===== src/rtl/rr_arbiter_4.sv =====
// Four-requester round-robin arbiter with a per-grant hold limit.
// One IDLE cycle always separates two grants, so ownership never changes back-to-back.
module rr_arbiter_4 #(
    parameter int MAX_HOLD = 8,
    parameter int CNT_W    = 8
) (
    input  logic             clk,
    input  logic             rst,
    input  logic [3:0]       req,
    input  logic             done,
    output logic [3:0]       gnt,
    output logic [1:0]       gnt_idx,
    output logic             gnt_valid,
    output logic [CNT_W-1:0] hold_cnt,
    output logic             dbg_state,
    output logic [1:0]       dbg_ptr
);

    typedef enum logic {
        IDLE  = 1'b0,
        GRANT = 1'b1
    } state_t;

    localparam logic [CNT_W-1:0] HOLD_LAST = CNT_W'(MAX_HOLD - 1);

    function automatic logic [3:0] decode_2to4(input logic [1:0] sel);
        logic [3:0] onehot;
        onehot = 4'b0000;
        onehot[sel] = 1'b1;
        return onehot;
    endfunction

    state_t           state_q, state_d;
    logic [1:0]       ptr_q, ptr_d;
    logic [1:0]       idx_q, idx_d;
    logic [CNT_W-1:0] cnt_q, cnt_d;
    logic [1:0]       pick;
    logic [1:0]       cand;
    logic             found;
    logic             release_now;

    // Rotating search: the first requester at or after the pointer wins.
    always_comb begin
        pick  = ptr_q;
        cand  = ptr_q;
        found = 1'b0;
        for (int k = 0; k < 4; k++) begin
            cand = ptr_q + 2'(k);
            if (!found && req[cand]) begin
                pick  = cand;
                found = 1'b1;
            end
        end
    end

    assign release_now = done || !req[idx_q] || (cnt_q == HOLD_LAST);

    always_comb begin
        state_d = state_q;
        ptr_d   = ptr_q;
        idx_d   = idx_q;
        cnt_d   = cnt_q;
        case (state_q)
            IDLE: begin
                if (found) begin
                    idx_d   = pick;
                    cnt_d   = '0;
                    state_d = GRANT;
                end
            end
            GRANT: begin
                if (release_now) begin
                    ptr_d   = idx_q + 2'd1;
                    cnt_d   = '0;
                    state_d = IDLE;
                end else begin
                    cnt_d = cnt_q + 1'b1;
                end
            end
            default: state_d = IDLE;
        endcase
    end

    always_ff @(posedge clk) begin
        if (rst) begin
            state_q <= IDLE;
            ptr_q   <= 2'd0;
            idx_q   <= 2'd0;
            cnt_q   <= '0;
        end else begin
            state_q <= state_d;
            ptr_q   <= ptr_d;
            idx_q   <= idx_d;
            cnt_q   <= cnt_d;
        end
    end

    assign gnt_valid = (state_q == GRANT);
    assign gnt       = gnt_valid ? decode_2to4(idx_q) : 4'b0000;
    assign gnt_idx   = idx_q;
    assign hold_cnt  = cnt_q;
    assign dbg_state = state_q;
    assign dbg_ptr   = ptr_q;

endmodule


===== config.mk =====
export PLATFORM = sky130hd
export DESIGN_NAME = rr_arbiter_4
export DESIGN_NICKNAME = d
export VERILOG_FILES = /design/src/rtl/rr_arbiter_4.sv
export SDC_FILE = /design/constraint.sdc
export NUM_CORES = 1
export LEC_CHECK = 0
export CELL_PAD_IN_SITES_DETAIL_PLACEMENT = 1
export CELL_PAD_IN_SITES_GLOBAL_PLACEMENT = 1
export CORE_MARGIN = 2
export CORE_UTILIZATION = 25
export CTS_CLUSTER_SIZE = 40
export DETAILED_ROUTE_END_ITERATION = 8
export PLACE_DENSITY = 0.6
export SYNTH_ARGS = -nofsm -noshare
export SYNTH_HDL_FRONTEND = slang
export SYNTH_SLANG_ARGS = --single-unit
export TNS_END_PERCENT = 1

===== constraint.sdc =====
create_clock -name clk -period 2.8 [get_ports clk]
set_input_delay 0.56 -clock clk [delete_from_list [all_inputs] [get_ports clk]]
set_output_delay 0.56 -clock clk [all_outputs]
set_load 0.01 [all_outputs]

==> metrics.txt <==
Max clock buf depth 2; static leakage about 0.4 nW; core area about 3300 µm²; Max Cap Viol 0; Final HPWL DP approximately 1800 µm; DIE WIDTH between 60 and 70 µm; postcts setup bufs 0; GPL Wtd Cong 0.820; switching pwr about 120 µW; CP arrival 1690 ps; Port Buffers 24; RSZ-0062 raised after global routing false; minimum clock period between 2000 and 2500 ps; R2R Path End dbg_ptr[0]; Synth Area in Simple Gates 0.295; combinational family with the most area after synthesis simple AND/OR/NAND/NOR gates; antenna diode count 0; Critical R2R Launch hold_cnt[0]; CP required 2240 ps; Syn-to-layout area delta 37.8%; TritonCTS clock tree built; clk sinks 13; drt first pass iters 3; fillers between 300 and 400; Final Max Tran Viols 0; worst skew pair latency roughly 270 ps; drt initial violations 27; H-tree Lvls 1; Compound-Gate Fraction of Synth Area 0.196; synth warn 0; total number of vias 770; Synth Flop Type dfxtp_1; Layout Nets about 130; starting density of the core 0.256; Post-Synthesis Cell Area 841 µm²; Post-Layout Cell Count 166; Synth async-reset ratio 0; Gate power share 0.218; largest cells by area after synthesis dfxtp_1 31%, ha_1 7.4%, nor2b_1 4.5%, a31oi_1 3.0%, and2_1 3.0%; maximum clock frequency about 440 MHz; synthesized instance count 94; clk root buf clkbuf_4; crit path max-delay cell type dfxtp_1; CP Max Fanout 7; Synth Area in XOR/XNOR 0.0208; status finished, final reports clean; clock power share 0.285; switching portion of total power 0.282; Layout Utilization 0.353; hold_sp hold_cnt[7]; IO Pins 25; largest net degree at the start of global routing 14; Final Hold Vio Count 0; global-route wire length before repair between 3000 and 4000 µm; Pwr Density 354 nW/µm²; top-count cell post-synth dfxtp_1; post-DR vias/cell roughly 4.6; Slew headroom 0.668; WHS Endpoint hold_cnt[7]; Worst Reg-to-Reg Cells 5; final worst-path setup slack roughly 550 ps; Clock Skews between 2 and 3 ps; Cell Chain, Critical Path inv_1 -> ha_1 -> and2_1 -> clkdlybuf4s50_1; pre-CTS WS about 360 ps; Post-Synth Adder-Cell Area 0.0744; Post-synth EDFFs 0; DRT antenna net count 0; top cells by count, synth 13 x dfxtp_1, 6 x nor2_1, 6 x nor2b_1; syn_nets 106; CP bufs+invs 2; proportion of layout cells with a drive suffix above 1 0.108; FP Rows 21; CP delay by family, top buffers and inverters; Hold WC Path Type flop to flop; flop2flop setup slack a little under 700 ps; top cell type's share of synthesized area 0.310; syn_area_per_cell 8.94 µm²; post-cts gate resize count 0; Routed WL 2270 µm; crit path kind flop to primary output; antenna violations before repair 0; GR Overflow Total 0; Clock transition at path regs ~80 ps; CP Launch Type flop; routed len/inst 13.7 µm; CP peak stage delay between 400 and 500 ps; setup violators final 0; sequential share of power 0.497; Worst VDD drop ~0.00011 V; CTS Buf Count 3; Worst-Margin Slew 494 ps; post-synthesis mux area share 0.0685; Total GRT Usage 0.129; post-route setup TNS 0 ps; Synth cell types 39; FF+latch count, synth 13; fin crit share 0.804; post-synthesis sequential area ratio 0.310; CP Capture Type primary output; most area-hungry cell type in the Yosys netlist dfxtp_1; hold-fix buffers at CTS 0; DRC 0; chip height 62.0 µm; vias in the first global route around 810; worst hold stages 1; die area between 3000 and 4000 µm²; internal power approximately 290 µW; Placed Instances about 160
[layout by cell type (no fill, tap or decap), types with 4 or more instances in the layout]
cell,netlist,final
a21oi_1,4,4
a31oi_1,4,4
and2_1,4,4
clkdlybuf4s50_1,0,24
dfxtp_1,13,13
ha_1,5,5
inv_1,4,4
nand2_1,4,4
nand2b_1,4,4
nand3_1,4,4
nor2_1,6,6
nor2b_1,6,6
[power groups by stage]
stage,logic [mW],registers [mW],clock network [mW]
2_1_floorplan,0.0484,0.207,0
3_3_place_gp,0.0886,0.209,0
3_5_place_dp,0.0909,0.209,0
4_1_cts,0.0912,0.205,0.125
5_1_grt,0.0988,0.207,0.132
6_report,0.0894,0.204,0.117
[final cells by class]
cell class	count	area, µm²	area share
timing repair buffer	25	248	0.214
clock inverter	1	5.00	0.00432
tap	46	57.6	0.0497
multi-input combinational	74	551	0.475
clock buffer	3	22.5	0.0194
inverter	4	15.0	0.0130
sequential	13	260	0.225
[sequential cells by signal (all words and copies together), names as in the netlist]
| name | cells |
|---|---|
| hold_cnt | 8 |
| dbg_ptr | 2 |
| gnt_idx | 2 |
| dbg_state | 1 |
[how the worst max path moves through the flow]
stage                 from           to  slack [ps]  depth (start not counted)
2_1_floorplan  hold_cnt[0]   dbg_ptr[0]         800                          5
3_3_place_gp        req[1]  hold_cnt[4]         470                          5
3_5_place_dp        req[1]  hold_cnt[4]         360                          5
4_1_cts         gnt_idx[0]       gnt[2]         510                          4
5_1_grt         gnt_idx[0]       gnt[2]         410                          4
6_report        gnt_idx[0]       gnt[2]         550                          4
[stage by stage]
stage                     hold WS [ps]  cell area (µm²)  total power, mW
after floorplan                    489              841            0.255
after global placement             478             1130            0.298
after detailed placement           473             1130            0.300
after CTS                          498             1160            0.421
after global routing               564             1160            0.438
final                              502             1160            0.411
[cell families after synthesis]
logic type / count (synthesis)
muxes: 4
DFF: 13
AOI/OAI and AO/OA: 21
buffers and inverters: 7
and+or+nand+nor: 42
adders and majority gates: 5
xor gates and xnor gates: 2
[metal layers]
| metal | track usage | vias up | wire length, µm |
|---|---|---|---|
| met2 | 0.226 | 20 | 1100 |
| met4 | 0.0365 | 0 | 0 |
| li1 | - | 393 | - |
| met1 | 0.161 | 357 | 1070 |
| met5 | 0 | - | 0 |
| met3 | 0.0228 | 0 | 103 |
Power figures use the tool's default switching activity.
